`src/rtl/coin_acceptor.sv`:
```
// coin_acceptor: debounces three coin sensors and emits one registered pulse per accepted or refused coin; ports clk/rst, raw_ten/raw_twenty/raw_fifty/enable in, ten/twenty/fifty/reject/busy out
module coin_acceptor #(
  parameter int DEBOUNCE_CYCLES = 4,
  parameter int CNT_WIDTH = 4
) (
  input  logic clk,
  input  logic rst,
  input  logic raw_ten,
  input  logic raw_twenty,
  input  logic raw_fifty,
  input  logic enable,
  output logic ten,
  output logic twenty,
  output logic fifty,
  output logic reject,
  output logic busy
);
  typedef enum logic [2:0] {IDLE, DEBOUNCE, EMIT, REJECT, RELEASE} state_t;
  localparam logic [CNT_WIDTH:0] LIMIT = (CNT_WIDTH+1)'(DEBOUNCE_CYCLES);
  state_t state, state_nxt;
  logic [2:0] sync1, s, coin, coin_nxt;
  logic [CNT_WIDTH-1:0] cnt, cnt_nxt, cnt_sat;
  logic [CNT_WIDTH:0] cnt_inc;
  logic any_s, single_s, done;
  assign any_s = |s;
  assign single_s = any_s && ((s & (s - 3'd1)) == 3'd0);
  assign cnt_inc = {1'b0, cnt} + (CNT_WIDTH+1)'(1);
  assign done = cnt_inc >= LIMIT;
  assign cnt_sat = done ? LIMIT[CNT_WIDTH-1:0] : cnt_inc[CNT_WIDTH-1:0];
  always_ff @(posedge clk or posedge rst)
    if (rst) begin
      sync1 <= '0;
      s <= '0;
      state <= IDLE;
      cnt <= '0;
      coin <= '0;
      {ten, twenty, fifty, reject, busy} <= '0;
    end else begin
      sync1 <= {raw_fifty, raw_twenty, raw_ten};
      s <= sync1;
      state <= state_nxt;
      cnt <= cnt_nxt;
      coin <= coin_nxt;
      ten <= state_nxt == EMIT && coin_nxt[0];
      twenty <= state_nxt == EMIT && coin_nxt[1];
      fifty <= state_nxt == EMIT && coin_nxt[2];
      reject <= state_nxt == REJECT;
      busy <= state_nxt != IDLE;
    end
  // The transition into EMIT happens on the edge that makes the count reach
  // DEBOUNCE_CYCLES, so the registered pulse appears together with EMIT.
  always_comb begin
    state_nxt = state;
    cnt_nxt = cnt;
    coin_nxt = coin;
    case (state)
      IDLE:
        if (any_s) begin
          state_nxt = single_s && enable ? DEBOUNCE : REJECT;
          coin_nxt = single_s && enable ? s : coin;
          cnt_nxt = single_s && enable ? CNT_WIDTH'(1) : '0;
        end
      DEBOUNCE: begin
        state_nxt = |(s & ~coin) ? REJECT : !(|(s & coin)) ? IDLE : done ? EMIT : DEBOUNCE;
        cnt_nxt = state_nxt == DEBOUNCE ? cnt_sat : '0;
      end
      EMIT, REJECT: begin
        state_nxt = RELEASE;
        cnt_nxt = '0;
      end
      RELEASE: begin
        state_nxt = !any_s && done ? IDLE : RELEASE;
        cnt_nxt = any_s || done ? '0 : cnt_sat;
      end
      default: begin
        state_nxt = IDLE;
        cnt_nxt = '0;
      end
    endcase
  end
endmodule

```
`config.mk`:
```
export PLATFORM = sky130hd
export DESIGN_NAME = coin_acceptor
export DESIGN_NICKNAME = d
export VERILOG_FILES = /design/src/rtl/coin_acceptor.sv
export SDC_FILE = /design/constraint.sdc
export NUM_CORES = 1
export LEC_CHECK = 0
export CORE_AREA = 2 2 44 46
export DETAILED_ROUTE_END_ITERATION = 8
export DIE_AREA = 0 0 46 48
export GPL_ROUTABILITY_DRIVEN = 0
export GPL_TIMING_DRIVEN = 0
export PLACE_DENSITY = 0.72
export SYNTH_ARGS = -nofsm -noshare
export SYNTH_HDL_FRONTEND = slang
export SYNTH_SLANG_ARGS = --single-unit
```
`constraint.sdc`:
```
create_clock -name clk -period 2.4 [get_ports clk]
set_input_delay 0.48 -clock clk [delete_from_list [all_inputs] [get_ports clk]]
set_output_delay 0.48 -clock clk [all_outputs]
set_load 0.02 [all_outputs]
```
# Word level (Yosys, flattened, before mapping)
# Index checks and enable logic that the tools add are counted.
totals:
  ff_bits: 21
  output_inout_bits: 5
op_classes:
  add_sub_neg: 2
  order_cmp: 1
  n_eq_ne: 8
  n_mux: 16
  bitwise: 4
  reduce_logical: 15
ops:
  columns: ["operator", "n"]
  rows:
  - ["$mux W4", 4]
  - ["$mux W3", 5]
  - ["$eq A3 B2 Y1 const B", 4]
  - ["$pmux W3 S4", 1]
  - ["$pmux W4 S3", 1]
  - ["$and A3 B3 Y3", 3]
  - ["$reduce_or A3 Y1", 3]
  - ["$mux W2", 4]
  - ["$logic_and A1 B1 Y1", 6]
  - ["$logic_not A3 Y1", 2]
  - ["$add A4 B1 Y5 const B", 1]
  - ["$ge A5 B3 Y1 const B", 1]
  - ["$eq A3 B1 Y1 const B", 1]
  - ["$eq A3 B3 Y1 const B", 1]
  - ["$not A3 Y3", 1]
  - ["$reduce_bool A3 Y1", 1]
  - ["$sub A3 B1 Y3 const B", 1]
  - ["$eq A2 B1 Y1 const B", 1]
  - ["$ne A2 B2 Y1 const B", 1]
  - ["$reduce_or A2 Y1", 1]
  - ["$logic_not A1 Y1", 1]
  - ["$logic_or A1 B1 Y1", 1]
  - ["$mux W1", 1]

# Logic depth before layout (Yosys ltp)
# Gate-level depths: netlist of the first run.
logic_depth:
  depth_word: 10
  depth_mapped: 5

# Least setup slack after synthesis of the first run
# OpenSTA, ideal clock, no wires.
synth_path:
  kind: "register to register"
  from: "register cnt[0]"
  to: "register fifty"
  arrival_ps: 1471
  required_ps: 2282
  slack_ps: 811
  stages_incl_launch_ff: 6
  path_buffers: 0
  path_cell_list: "dfrtp_1 > ha_1 > or2_2 > a21oi_1 > or3_1 > nor2b_1"
synth_via:
  elab_chain_len: 8
  elab_cells_between_ends: 10
  classes_between: "add/sub (1); order compare (1); eq/ne (1); mux (5); reduce/logical (2)"
synth_rtl:
  columns: ["element", "line", "rtl"]
  rows:
  - ["start: declaration", "22", "logic [CNT_WIDTH-1:0] cnt, cnt_nxt, cnt_sat;"]
  - ["start signal: assignment", "42", "cnt <= cnt_nxt;"]
  - ["$add A4 B1 Y5 *", "27", "assign cnt_inc = {1'b0, cnt} + (CNT_WIDTH+1)'(1);"]
  - ["$ge A5 B3 Y1 *", "28", "assign done = cnt_inc >= LIMIT;"]
  - ["$mux W2 (3 in series)", "64", "state_nxt = |(s & ~coin) ? REJECT : !(|(s & coin)) ? IDLE : done ? EMIT : DEBOUNCE;"]
  - ["$pmux W3 S4 *", "56", "case (state)"]
  - ["$eq A3 B2 Y1 *", "46", "fifty <= state_nxt == EMIT && coin_nxt[2];"]
  - ["$logic_and A1 B1 Y1 *", "46", null]
  - ["end signal: assignment", "46", null]
  - ["end: declaration", "14", "output logic fifty,"]
# Every way passes the cells marked *; elsewhere a longest branch is shown, timed or not.
# A chain may end at the register's enable or synchronous reset.

# Worst setup path in the final report of the first run
layout_path:
  from: "register cnt[0]"
  to: "register twenty"
layout_via:
  elab_chain_len: 8
  elab_cells_between_ends: 10
  classes_between: "add/sub (1); order compare (1); eq/ne (1); mux (5); reduce/logical (2)"
layout_rtl:
  columns: ["element", "line", "rtl"]
  rows:
  - ["$add A4 B1 Y5 *", "27", null]
  - ["$ge A5 B3 Y1 *", "28", null]
  - ["$mux W2 (3 in series)", "64", null]
  - ["$pmux W3 S4 *", "56", null]
  - ["$eq A3 B2 Y1 *", "45", "twenty <= state_nxt == EMIT && coin_nxt[1];"]
  - ["$logic_and A1 B1 Y1 *", "45", null]
  - ["end signal: assignment", "45", null]
  - ["end: declaration", "13", "output logic twenty,"]
# Marked as above.

==> run summary, run 1 <==
Netlist Area Pre-Place: 898.4 µm²
Top_reg_cell synth: dfrtp_1
Core ar.: 0.001689 mm²
Initial core utilization: 53.19%
Slew Limit Headroom: 50.57%
Vias in the first global route: 551
ANT nets after route: 0
HP Class: reg -> reg
Worst-path fanout max: 5
Fraction of layout cells with a size suffix above 1: 9.474%
Design area: 0.001046 mm²
Port Buffers: 10
Register area share after synthesis: 58.50%
# nets final: 104
Final Skew: 0.003911 ns
R2R Setup Slk: 0.61 ns
N_diodes: 0
Number of synthesized register bits: 21
CTS tree: done
Clk pwr share: 16.8%
Slowest stage delay, CP: 0.45 ns
Finished Layout Cells: 112
Pint: 642.4 µW
Clock Latency Late Sink: 0.30 ns
Post-synth ARST share: 100.0%
GRT overflow: 0
R2r startpoint: cnt[0]$_DFFE_PP0P_
Via count: 610
Post-CTS Setup Inserts: 0
EDFF count, synth: 0
Row count: 15
Initial DRC count: 5
CP endpoint kind: flop
Die H: 48 µm
Worst Path Required: 2.60 ns
Fillers: 142
Final TNS setup: 0 ns
GRT Total Usage: 15.16%
Reg clk slew, reported paths: 0.11 ns
Hold path depth: 0
Synth Instances: 81
Power per standard cell area: 921.0 mW/mm²
Max Transition Viols Final: 0
Worst Tran Pin Value: 0.7406 ns
Total net switching power: 321.0 µW
Final min period: 1.785 ns
DIE WIDTH: 46 µm
Post-Place Cells: 108
DRT Wirelength: 1.354 mm
Final Hold Fails: 0
Leak Pwr: 0.4775 nW
Wirelength per Cell: 12.09 µm
Synth cell types: 28
Sink Count: 21
Syn Area/Cell: 11.09 µm²
Worst vdd ir: 0.6109 mV
Synth-to-Final Area Change: 16.43%
CP max-delay cell: a21oi_1
Worst r2r dst: twenty$_DFF_PP0_
Part of the power in registers: 50.9%
Crit share post-route: 74.39%
Hold wc startpoint: sync1[1]$_DFF_PP0_
Residual DRC count: 0
TritonCTS buffer count: 3
Detailed Routing Iterations Pass 1: 4
Hold endpoint: s[1]$_DFF_PP0_
Global-route wire length before repair: 2.311 mm
Vias per inst: 5.446
Status: completed
CP Launch Type: flop
Clock root buffer: clkbuf_4
Pwr Total: 963.4 µW
H-tree Lvls: 1
Switch share: 33.32%
Final setup violation count: 0
Worst path arrival time: 1.98 ns
DIE AREA: 0.002208 mm²
Clock Tree Buf Depth: 2
Yosys warnings: 0
Syn_nets: 89
Placed cell areas: 0.001020 mm²
CP Class: reg -> reg
Max Freq: 560.1 MHz
Post-CTS sizing: 0
Io pins: 11
Hold_buf cts: 0
Reg2reg path depth: 5
Initial antenna violation count: 0
Largest net degree at the start of global routing: 22
Max_cap viols: 0
Critical-path cell list: ha_1 > or2_2 > a21oi_1 > or3_1 > nor2b_1
RSZ-0062 raised after global routing: no
Combinational fraction of design power: 32.2%
==> worst max-delay path by stage <==
stage                             startpoint          endpoint  slack, ns  cells past startpoint
final                     cnt[0]$_DFFE_PP0P_  twenty$_DFF_PP0_       0.61                      5
after global routing      cnt[0]$_DFFE_PP0P_    busy$_DFF_PP0_       0.46                      5
after global placement                enable  reject$_DFF_PP0_       0.53                      5
after floorplan           cnt[0]$_DFFE_PP0P_   fifty$_DFF_PP0_       0.81                      5
after CTS                 cnt[0]$_DFFE_PP0P_     ten$_DFF_PP0_       0.61                      5
after detailed placement              enable  reject$_DFF_PP0_       0.51                      5
==> synth_stat cells (all sizes together), types with 2 or more instances <==
master / n / area share (%)
nor2b: 4 / 2.8
dfrtp: 21 / 58
nand2: 10 / 4.2
ha: 2 / 2.8
or2: 2 / 1.4
and2: 2 / 1.4
nand3: 2 / 1.1
a21oi: 2 / 1.1
inv: 7 / 2.9
nor3: 2 / 1.1
or3: 2 / 1.4
nor2: 2 / 0.84
mux2: 3 / 3.8
o21ai: 5 / 2.8
o211ai: 3 / 2.5
==> cell usage in the layout (no fill, tap or decap), types with 2 or more instances in the layout <==
master | netlist | routed
nor2b_1 | 4 | 4
nand3_1 | 2 | 2
a21oi_1 | 2 | 2
clkbuf_1 | 1 | 2
o211ai_1 | 3 | 3
o21ai_0 | 4 | 4
nor3_1 | 2 | 2
or3_1 | 2 | 2
clkbuf_4 | 0 | 3
or2_2 | 2 | 2
nand2_1 | 10 | 10
mux2_2 | 3 | 3
dfrtp_1 | 21 | 21
and2_1 | 2 | 2
inv_1 | 7 | 7
clkdlybuf4s50_1 | 0 | 10
ha_1 | 2 | 2
nor2_1 | 2 | 2
==> flip-flops by register name (all words and copies together), names as in the netlist <==
signal and count:
fifty 1, state 3, coin 3, s 3, sync1 3, reject 1
cnt 4, ten 1, busy 1, twenty 1
==> per-stage QoR <==
stage | util [%] | worst slack, ns | hold WS [ns]
global placement | 60.37 | 0.5349 | 0.3330
CTS | 61.93 | 0.6123 | 0.3668
detailed placement | 60.37 | 0.5117 | 0.3410
finish | 61.93 | 0.6147 | 0.3634
floorplan | - | 0.8113 | 0.3312
global route | 61.93 | 0.4558 | 0.3715
==> power by group through the flow <==
stage               clock, mW  sequential, mW  combinational, mW
global placement            0           0.493              0.309
floorplan                   0           0.506              0.216
CTS                     0.172           0.491              0.316
global route            0.182           0.501              0.364
finish                  0.162           0.491              0.311
detailed placement          0           0.499              0.315
==> layer usage <==
layer / wire length [µm] / GRT usage (%) / up-vias / share of wire [%]
met5: 0 / 0 / - / 0
met4: 39 / 10.29 / 0 / 2.9
met3: 26 / 2.264 / 5 / 1.9
met2: 630 / 23.61 / 7 / 47
met1: 657 / 19.61 / 285 / 49
li1: - / - / 313 / -
==> area by class of cell <==
| class | instances | area (µm²) | share of cell area, % |
|---|---|---|---|
| flip-flops and latches | 21 | 525.5 | 50.24 |
| inverters | 7 | 26.28 | 2.512 |
| plain buffers | 1 | 3.754 | 0.3589 |
| multi-input cells | 52 | 342.8 | 32.78 |
| clock buffers | 4 | 26.28 | 2.512 |
| repair buffers | 10 | 100.1 | 9.569 |
| well taps | 17 | 21.27 | 2.033 |
==> cell families (layout without fill, tap and decap cells) <==
group	count (synthesis)	after routing	synth area share, %
compound gates	17	17	12.81
xor+xnor	1	1	0.9751
fa+ha+maj	3	3	3.899
buf+inv	8	22	3.343
flops	21	21	58.50
mux	3	3	3.760
simple gates	28	28	16.71
==> worst max-delay path: cells and delay by family (launching register included) <==
family          cells  cell delay [ns]
flops               1             0.44
fa+ha+maj           1             0.23
simple gates        3             0.57
compound gates      1             0.45
Power figures use the tool's default switching activity.
==> inputs of run 2 (changes only) <==
- CORE_AREA: 2 2 44 46 -> 2 2 47 49
- DIE_AREA: 0 0 46 48 -> 0 0 49 51
- PLACE_DENSITY: 0.72 -> 0.66
- clock period: 2.4 -> 1.6 ns (I/O delays scaled with it)
==> run 2 against run 1 <==
  * First-iteration DRC count rose to 3.0 times the previous value
  * Non-clock buffer count up 8
  * Core utilization down 2.6 points
  * Combinational power up 91%
  * Critical path type unchanged
==> run summary, run 2 (synthesis results as in run 1) <==
Finished Layout Cells: 131
Detailed Routing Iterations Pass 1: 5
Slowest stage delay, CP: 0.47 ns
H-tree Lvls: 1
Clk pwr share: 15.3%
R2R Setup Slk: 0.003 ns
Clock root buffer: clkbuf_4
N_diodes: 0
CP max-delay cell: dfrtp_2
Die H: 51 µm
ANT nets after route: 0
RSZ-0062 raised after global routing: yes
R2r startpoint: s[0]$_DFF_PP0_
Design area: 0.001224 mm²
Pwr Total: 1.642 mW
Worst-path fanout max: 7
Crit share post-route: 99.79%
Final Hold Fails: 0
Critical-path cell list: a222oi_1 > buf_4 > nand2_2 > or3_4 > nor2b_1
Max Transition Viols Final: 0
Status: completed
Reg clk slew, reported paths: 0.11 ns
CP Class: reg -> reg
Core ar.: 0.002063 mm²
Reg2reg path depth: 5
Initial DRC count: 15
DIE WIDTH: 49 µm
GRT Total Usage: 15.40%
Clock Latency Late Sink: 0.31 ns
Wirelength per Cell: 13.33 µm
Residual DRC count: 0
Largest delay share family, worst path: simple AND/OR/NAND/NOR gates
DRT Wirelength: 1.746 mm
Part of the power in registers: 48.5%
Post-layout util: 59.31%
Port Buffers: 10
Switch share: 35.74%
Via count: 679
Largest net degree at the start of global routing: 22
Fillers: 181
Post-Place Cells: 119
Worst r2r dst: twenty$_DFF_PP0_
Max reg flops: 4
Max_cap viols: 0
Placed cell areas: 0.001033 mm²
Vias in the first global route: 661
Initial antenna violation count: 0
Power per standard cell area: 1342 mW/mm²
Initial core utilization: 43.54%
Vias per inst: 5.183
HP Class: reg -> reg
Worst Tran Pin Value: 0.7767 ns
CP Launch Type: flop
Final Skew: 0.005896 ns
Final setup violation count: 0
Clock Tree Buf Depth: 2
Row count: 17
Hold path depth: 0
Slew Limit Headroom: 48.16%
Post-detail-place hpwl: 1.051 mm
Global-route wire length before repair: 2.842 mm
CP bufs+invs: 1
Hold endpoint: s[2]$_DFF_PP0_
Leak Pwr: 0.5806 nW
CP endpoint kind: flop
# nets final: 112
Commonest non-fill, non-tap cell in the layout: dfrtp_1
Combinational fraction of design power: 36.2%
CTS tree: done
Worst Path Required: 1.85 ns
Biggest register: cnt
Sink Count: 21
Synth-to-Final Area Change: 36.21%
Fraction of layout cells with a size suffix above 1: 31.07%
Total net switching power: 586.9 µW
Io pins: 11
Worst vdd ir: 0.7438 mV
Commonest non-fill, non-tap cells in the layout: dfrtp_1, buf_4, nand2_1
TritonCTS buffer count: 3
Worst path arrival time: 1.84 ns
Max Freq: 626.3 MHz
Pint: 1.055 mW
DIE AREA: 0.002499 mm²
GRT overflow: 0
Final min period: 1.597 ns
Hold wc startpoint: sync1[2]$_DFF_PP0_
==> run 2: changes by cell type in the layout (fill, tap and decap cells not counted), moves of 2 or more <==
cell	previous run	this run
dlymetal6s2s_1	0	3
buf_4	0	9
nand2_2	0	2
clkdlybuf4s50_1	10	7
dfrtp_2	0	4
or3_4	0	2
nand2_1	10	8
dfrtp_1	21	17
or3_1	2	0
==> run 2: worst max path at each step <==
stage	start	to	depth (start not counted)
finish	s[0]$_DFF_PP0_	twenty$_DFF_PP0_	5
detailed placement	cnt[0]$_DFFE_PP0P_	ten$_DFF_PP0_	5
CTS	fifty$_DFF_PP0_	fifty	1
global route	s[0]$_DFF_PP0_	fifty$_DFF_PP0_	5
floorplan	cnt[0]$_DFFE_PP0P_	fifty$_DFF_PP0_	5
global placement	cnt[0]$_DFFE_PP0P_	twenty$_DFF_PP0_	5
==> run 2: routing by layer <==
layer	GRT usage [%]	routed length, µm	vias up
li1	-	-	323
met1	16.73	746	342
met2	28.54	926	12
met3	3.509	49	2
met4	7.143	24	0
met5	0	0	-
==> run 2: final cells by class <==
cell class	instances	area, µm²	area share (%)
Sequential cell	21	530.5	43.35
Clock buffer	4	26.28	2.147
Timing Repair Buffer	19	175.2	14.31
Multi-Input combinational cell	52	430.4	35.17
Inverter	7	26.28	2.147
Tap cell	28	35.03	2.863
==> run 2: worst reg2reg max path, delay by kind of cell (launching register included) <==
family / cells / cell delay, ns
flip-flops: 1 / 0.47
buffers and inverters: 1 / 0.20
AND/OR/NAND/NOR: 3 / 0.52
AO/OA/AOI/OAI: 1 / 0.35
==> run 2: what timing repair did <==
item | 4_1_cts | 5_1_grt
gates cloned | 0 | 0
pin swaps | 1 | 5
hold buffers | 0 | 0
gates resized for setup | 15 | 8
endpoints found under the setup margin | 12 | 12
setup buffers | 3 | 6
==> run 2: per-stage QoR <==
step / setup slack [ns] / setup TNS, ns / hold WS (ns)
floorplan: 0.01130 / 0 / 0.2965
detailed placement: -0.1973 / -1.549 / 0.3371
global route: -0.08140 / -0.3010 / 0.3730
CTS: 0.01513 / 0 / 0.3624
finish: 0.003381 / 0 / 0.3590
global placement: -0.1957 / -1.385 / 0.3324
==> run 2: power groups by stage <==
stage	Clock, mW	Combinational [mW]	Sequential [mW]
after floorplan	0	0.324	0.758
after global placement	0	0.465	0.742
after detailed placement	0	0.474	0.750
after CTS	0.266	0.549	0.752
after global routing	0.290	0.660	0.821
final	0.251	0.595	0.797
